--- config.mk ---
export PLATFORM = sky130hd
export DESIGN_NAME = systolic_array_nxn
export DESIGN_NICKNAME = d
export VERILOG_FILES = /design/src/rtl/systolic_pkg.sv /design/src/rtl/pe_mac_acc.sv /design/src/rtl/systolic_array_nxn.sv
export SDC_FILE = /design/constraint.sdc
export NUM_CORES = 2
export LEC_CHECK = 0
export ABC_AREA = 1
export CAP_MARGIN = 20
export CORE_MARGIN = 5
export CORE_UTILIZATION = 67
export DETAILED_ROUTE_END_ITERATION = 7
export DONT_BUFFER_PORTS = 1
export PLACE_DENSITY_LB_ADDON = 0.08
export SKIP_LAST_GASP = 1
export SLEW_MARGIN = 20
export SYNTH_ARGS = -nofsm -noshare
export SYNTH_HDL_FRONTEND = slang
export SYNTH_HIERARCHICAL = 1
export SYNTH_SLANG_ARGS = --single-unit
--- constraint.sdc ---
create_clock -name clk -period 6 [get_ports clk]
set_input_delay 1.8 -clock clk [delete_from_list [all_inputs] [get_ports clk]]
set_output_delay 1.8 -clock clk [all_outputs]
set_load 0.02 [all_outputs]
--- src/rtl/systolic_pkg.sv ---
// Shared types and index helpers for the NxN systolic array.
// Index helpers map matrix coordinates onto the flattened buses.
package systolic_pkg;

  typedef enum logic [1:0] {
    ST_IDLE,
    ST_LOAD,
    ST_DRAIN,
    ST_DONE
  } state_e;

  // Cycles needed after the last beat for the far corner to finish
  function automatic int drain_cycles(int n);
    return 2 * n - 2;
  endfunction

  // LSB of operand idx on an a_col / b_row bus
  function automatic int op_lsb(int idx, int dw);
    return idx * dw;
  endfunction

  // LSB of C[i][j] on the flattened result bus
  function automatic int c_lsb(int i, int j, int n, int aw);
    return (i * n + j) * aw;
  endfunction

endpackage

--- src/rtl/pe_mac_acc.sv ---
// One output-stationary processing element: multiply-accumulate
// on every array advance, forwarding a right and b down.
module pe_mac_acc #(
  parameter int DW = 8,
  parameter int AW = 18
) (
  input  logic          clk,
  input  logic          reset,
  input  logic          adv,
  input  logic          clr,
  input  logic [DW-1:0] in_a,
  input  logic [DW-1:0] in_b,
  output logic [DW-1:0] out_a,
  output logic [DW-1:0] out_b,
  output logic [AW-1:0] acc
);

  logic [DW-1:0]   a_q;
  logic [DW-1:0]   b_q;
  logic [AW-1:0]   acc_q;
  logic [2*DW-1:0] prod;

  assign prod = in_a * in_b;

  // Accumulate and forward operands only when the array advances
  always_ff @(posedge clk or negedge reset) begin
    if (!reset) begin
      a_q   <= '0;
      b_q   <= '0;
      acc_q <= '0;
    end else begin
      if (clr) begin
        acc_q <= '0;
      end else if (adv) begin
        acc_q <= acc_q + AW'(prod);
      end
      if (adv) begin
        a_q <= in_a;
        b_q <= in_b;
      end
    end
  end

  assign out_a = a_q;
  assign out_b = b_q;
  assign acc   = acc_q;

endmodule

--- src/rtl/systolic_array_nxn.sv ---
// NxN output-stationary systolic matrix multiplier with input
// skew chains, stall-tolerant load and a fixed-length drain.
module systolic_array_nxn
  import systolic_pkg::*;
#(
  parameter int N  = 4,
  parameter int DW = 8,
  parameter int AW = 2 * DW + $clog2(N)
) (
  input  logic              clk,
  input  logic              reset,
  input  logic              start,
  input  logic              acc_en,
  input  logic              in_valid,
  output logic              in_ready,
  input  logic [N*DW-1:0]   a_col,
  input  logic [N*DW-1:0]   b_row,
  output logic              busy,
  output logic              done,
  output logic              c_valid,
  output logic [N*N*AW-1:0] c
);

  localparam int CW = $clog2(2 * N);
  localparam logic [CW-1:0] LAST_K = CW'(N - 1);
  localparam logic [CW-1:0] LAST_D = CW'(drain_cycles(N) - 1);

  state_e        state_q;
  logic [CW-1:0] cnt_q;
  logic          in_ready_q;
  logic          busy_q;
  logic          done_q;
  logic          c_valid_q;

  logic load;
  logic adv;
  logic clr;

  assign load = (state_q == ST_LOAD);
  assign adv  = (load && in_valid) || (state_q == ST_DRAIN);
  assign clr  = (state_q == ST_IDLE) && start && !acc_en;

  // Job sequencing with registered handshake/status outputs
  always_ff @(posedge clk or negedge reset) begin
    if (!reset) begin
      state_q    <= ST_IDLE;
      cnt_q      <= '0;
      in_ready_q <= 1'b0;
      busy_q     <= 1'b0;
      done_q     <= 1'b0;
      c_valid_q  <= 1'b0;
    end else begin
      done_q <= 1'b0;
      unique case (state_q)
        ST_IDLE: begin
          if (start) begin
            state_q    <= ST_LOAD;
            cnt_q      <= '0;
            in_ready_q <= 1'b1;
            busy_q     <= 1'b1;
            c_valid_q  <= 1'b0;
          end
        end
        ST_LOAD: begin
          if (in_valid) begin
            if (cnt_q == LAST_K) begin
              state_q    <= ST_DRAIN;
              cnt_q      <= '0;
              in_ready_q <= 1'b0;
            end else begin
              cnt_q <= cnt_q + CW'(1);
            end
          end
        end
        ST_DRAIN: begin
          if (cnt_q == LAST_D) begin
            state_q   <= ST_DONE;
            busy_q    <= 1'b0;
            done_q    <= 1'b1;
            c_valid_q <= 1'b1;
          end else begin
            cnt_q <= cnt_q + CW'(1);
          end
        end
        ST_DONE: begin
          state_q <= ST_IDLE;
        end
        default: begin
          state_q <= ST_IDLE;
        end
      endcase
    end
  end

  assign in_ready = in_ready_q;
  assign busy     = busy_q;
  assign done     = done_q;
  assign c_valid  = c_valid_q;

  logic [DW-1:0] a_in [N];
  logic [DW-1:0] b_in [N];
  logic [DW-1:0] a_sk [N];
  logic [DW-1:0] b_sk [N];

  for (genvar i = 0; i < N; i++) begin : g_skew
    assign a_in[i] = load ? a_col[op_lsb(i, DW) +: DW] : '0;
    assign b_in[i] = load ? b_row[op_lsb(i, DW) +: DW] : '0;

    if (i == 0) begin : g_s0
      assign a_sk[i] = a_in[i];
      assign b_sk[i] = b_in[i];
    end else begin : g_sn
      logic [DW-1:0] sa_q [i];
      logic [DW-1:0] sb_q [i];

      // Delay line of depth i, shifting only on array advance
      always_ff @(posedge clk or negedge reset) begin
        if (!reset) begin
          for (int s = 0; s < i; s++) begin
            sa_q[s] <= '0;
            sb_q[s] <= '0;
          end
        end else if (adv) begin
          sa_q[0] <= a_in[i];
          sb_q[0] <= b_in[i];
          for (int s = 1; s < i; s++) begin
            sa_q[s] <= sa_q[s-1];
            sb_q[s] <= sb_q[s-1];
          end
        end
      end

      assign a_sk[i] = sa_q[i-1];
      assign b_sk[i] = sb_q[i-1];
    end
  end

  logic [DW-1:0]   pa  [N][N];
  logic [DW-1:0]   pb  [N][N];
  logic [AW-1:0]   acc [N][N];
  logic [N*DW-1:0] unused_a;
  logic [N*DW-1:0] unused_b;

  for (genvar i = 0; i < N; i++) begin : g_row
    assign unused_a[op_lsb(i, DW) +: DW] = pa[i][N-1];
    assign unused_b[op_lsb(i, DW) +: DW] = pb[N-1][i];

    for (genvar j = 0; j < N; j++) begin : g_col
      logic [DW-1:0] ia;
      logic [DW-1:0] ib;

      if (j == 0) begin : g_ae
        assign ia = a_sk[i];
      end else begin : g_ai
        assign ia = pa[i][j-1];
      end

      if (i == 0) begin : g_be
        assign ib = b_sk[j];
      end else begin : g_bi
        assign ib = pb[i-1][j];
      end

      pe_mac_acc #(
        .DW (DW),
        .AW (AW)
      ) u_pe (
        .clk   (clk),
        .reset (reset),
        .adv   (adv),
        .clr   (clr),
        .in_a  (ia),
        .in_b  (ib),
        .out_a (pa[i][j]),
        .out_b (pb[i][j]),
        .acc   (acc[i][j])
      );

      assign c[c_lsb(i, j, N, AW) +: AW] = acc[i][j];
    end
  end

endmodule

======== After elaboration in Yosys (flattened, before gate mapping) ========
Cells that the tools add are included.
W data, S select, Z words.
word-level totals
  bits in registers ....................... 585
  input port bits ......................... 69
  output and inout bits ................... 292
  word-level logic and storage cells ...... 176
operators by class
  add/subtract/negate cells ............... 17
  multiply operators ...................... 16
  equal/unequal tests ..................... 10
  multiplexer cells ....................... 61
  reductions and logical operators ........ 14
operators by type and width
  kind                   number
  $mux W18               32
  $add A18 B16 Y18       16
  $mul A8 B8 Y16         16
  $mux W8                8
  $mux W3                4
  $reduce_and A4 Y1      3
  $pmux W3 S3            1
  $mux W1                8
  $mux W2                4
  $pmux W2 S4            1
  $ne A2 B2 Y1 const B   3
  $pmux W1 S2            3
  $reduce_bool A2 Y1     3
  $eq A2 B2 Y1 const B   2
  $ne A2 B1 Y1 const B   2
  $add A3 B1 Y3 const B  1
  $eq A3 B2 Y1 const B   1
  $eq A3 B3 Y1 const B   1
  $logic_and A1 B1 Y1    3
  $reduce_and A3 Y1      1
  $reduce_bool A3 Y1     1
  $eq A2 B1 Y1 const B   1
  $logic_not A2 Y1       1
  $logic_not A1 Y1       1
  $logic_or A1 B1 Y1     1

======== Logic depth before layout (Yosys ltp) ========
  word-level depth ........................ 6
  gate-level depth with buffers ........... 27
  gate-level depth less buffers ........... 24

======== Hierarchy ========
Netlist, hierarchy kept.
by module, submodules not included
  module                                    times used  cells an instance  area each (µm²)  seq. area each (µm²)
  pe_mac_acc at g_row[1].g_col[1].u_pe ...  8           585                4222.8           850.8
  pe_mac_acc at g_row[0].g_col[0].u_pe ...  5           581                4200.3           850.8
  pe_mac_acc at g_row[3].g_col[1].u_pe ...  2           582                4206.5           850.8
  systolic_array_nxn                        1           492                4436.8           2627.5
  pe_mac_acc at g_row[3].g_col[3].u_pe      1           584                4221.5           850.8

======== Worst setup path after synthesis ========
Ideal clock, no wire load.
  path kind ............................... input to register
  start point ............................. input port a_col[0]
  end point ............................... register g_row[0].g_col[0].u_pe.acc_q[9]
  library setup time ...................... 0.128 ns
  data arrival time ....................... 5.417 ns
  required time ........................... 5.872 ns
  setup slack ............................. 0.455 ns
  stages .................................. 19
  path buffers ............................ 1
  cells stage by stage .................... nand2_1 > inv_1 > clkbuf_1 > nand2_1 > fa_1 > fa_1 > inv_1 > fa_1 > inv_1 > fa_1 > inv_1 > ha_1 > nand2_1 > inv_1 > nand2_1 > nand3_2 > or2_1 > nand3_1 > o21ai_0
RTL lines
  element               RTL line                  text
  from (decl)           systolic_array_nxn.sv:16  input logic [N*DW-1:0] a_col,
  to (signal assigned)  pe_mac_acc.sv:35          acc_q <= acc_q + AW'(prod);
  to (decl)             pe_mac_acc.sv:20          logic [AW-1:0] acc_q;

==> impl_metrics.json <==
{
  "track_usage": 0.317,
  "crit_arrival_ps": 5690,
  "grt_max_degree": 586,
  "wl_per_cell_microns": 16.1,
  "cts_resized": 0,
  "fin_skew_ps": 22.4,
  "start_util": 0.673,
  "worst_slew_pin_slew_ps": 1260,
  "die_x_microns": 332,
  "syn2layout_area_growth_pct": 4.31,
  "layout.nets": 10827,
  "drt_iter0_markers": 3540,
  "cp_max_fo": 9,
  "powerDensity_mw_per_mm2": 547,
  "ctsLongestPathBuffers": 3,
  "antenna_found_initial": 5,
  "syn_inst": 9567,
  "htreeDepth": 3,
  "ys_warn_count": 6,
  "cts_setup_buffers": 0,
  "syn_area_sq_mm": 0.0695,
  "place_congestion": 0.945,
  "final_common_cell": "nand2_1",
  "dr_total_vias": 55516,
  "drt_wl_total_microns": 173000,
  "grt_pass1_wl_microns": 286000,
  "drive_above_1_share": 0.0302,
  "ir_drop_uv": 397,
  "antenna_left": 0,
  "ios": 361,
  "finalMaxSlewViolations": 0,
  "firstDrtPassIters": 6,
  "fmax_mhz": 194,
  "start_kind": "input port",
  "critPathRequiredTime_ps": 6530,
  "drc": 0,
  "period_needed_ps": 5160,
  "io_buffers": 0,
  "post-route-period-util": 0.860,
  "cts_buffers": 74,
  "syn_nets": 11085,
  "die_h_microns": 332,
  "hold_viol": 0,
  "crit_type": "in2reg",
  "setup_viol": 0,
  "clk_pin_slew_ps": 60,
  "p_leak_nw": 46.6,
  "cts_hold_buf": 0,
  "clock_sink_count": 585,
  "grt_pass1_vias": 56297,
  "dp_hpwl_microns": 137000,
  "totalNegativeSetupSlack_ps": 0,
  "synth.avg_cell_area_sq_um": 7.27,
  "core-area_sq_mm": 0.103,
  "grt_setup_unrepaired": "no",
  "maxSlewHeadroom": 0.153,
  "cts_root_buf": "clkbuf_16",
  "overflow": 0,
  "cp-end-kind": "register",
  "worst_hold_slack_ps": 481,
  "status": "finished, final reports clean",
  "cts_tree": "done",
  "routed_via_density": 5.16,
  "most-common-layout-cells": "3,064 x nand2_1, 2,856 x inv_1, 800 x fa_1, 648 x ha_1, 585 x dfrtp_1",
  "clkLatencyLatePin_ps": 650,
  "maxCapViolations": 0,
  "die_area_sq_mm": 0.110,
  "rows": 118,
  "hold_class": "reg2reg"
}
sequential cells by signal, summed over array words and instances (netlist names), 2 cells and up:
| signal | cells |
|---|---|
| g_row.g_col.u_pe/acc | 288 |
| g_row.g_col.u_pe/out_a | 96 |
| g_row.g_col.u_pe/out_b | 96 |
| g_row.g_col.ib | 24 |
| g_row.g_col.ia | 24 |
| g_skew.g_sn.sa_q | 24 |
| g_skew.g_sn.sb_q | 24 |
| cnt_q | 3 |
| state_q | 2 |
cell type report:
cell class                      instances  area (sq um)
Clock buffer                           94          2040
Tap cell                             1380          1730
Timing Repair Buffer                   28           315
Antenna cell                            3          7.51
Multi-Input combinational cell       5747         42500
Sequential cell                       585         14600
Inverter                             2873         10800
Clock inverter                         39           468
Fill cell                            8725         30800
report_power, final:
part / total, W / switching (W) / internal [W]
clock network: 0.00467 / 0.00191 / 0.00276
registers: 0.00984 / 0.00437 / 0.00547
logic: 0.0252 / 0.0158 / 0.00936
critical path, cell delays in order:
cell	delay [ps]
nand2_1	40
inv_1	360
nand2_1	150
fa_1	540
fa_1	500
inv_1	50
fa_1	530
inv_1	60
fa_1	520
inv_1	40
ha_1	350
nand2_1	130
inv_1	50
nand2_1	70
nand3_2	120
or2_1	230
nand3_1	60
o21ai_0	80
path summary, 6_finish.rpt:
path | startpoint | endpoint | slack (ps) | depth (start not counted)
min in group asynchronous | reset | g_row[3].g_col[1].u_pe/acc[6]$_DFFE_PN0P_ | 840 | 0
max in group asynchronous | reset | g_row[1].g_col[0].u_pe/acc[10]$_DFFE_PN0P_ | 2840 | 3
hold / removal | g_skew[3].g_sn.sa_q[13]$_DFFE_PN0P_ | g_row[3].g_col[0].ia[5]$_DFFE_PN0P_ | 480 | 2
setup reg to reg | state_q[1]$_DFFE_PN0P_ | g_row[0].g_col[0].u_pe/acc[9]$_DFFE_PN0P_ | 840 | 20
hold reg to reg | g_skew[3].g_sn.sa_q[13]$_DFFE_PN0P_ | g_row[3].g_col[0].ia[5]$_DFFE_PN0P_ | 480 | 2
setup / recovery | b_row[4] | g_row[0].g_col[0].u_pe/acc[9]$_DFFE_PN0P_ | 840 | 18
stage by stage:
step | utilization | std cells | cell area, sq um | power, W | setup slack (ps)
after global routing | 0.702 | 10749 | 72500 | 0.0443 | 460
after detailed placement | 0.676 | 10609 | 69900 | 0.0347 | 178
after floorplan | - | 9567 | 69500 | 0.0283 | 455
after CTS | 0.701 | 10742 | 72400 | 0.0396 | 830
final | 0.702 | 10749 | 72500 | 0.0397 | 839
after global placement | 0.676 | 10609 | 69900 | 0.0338 | 221
per-layer routing:
layer,GRT usage,vias up,wire length (microns)
met5,0,-,21
met4,0.119,4,7250
met3,0.0646,357,12600
met2,0.541,1599,83400
met1,0.400,26747,69800
li1,-,26809,-
(Power assumes the default switching activity.)
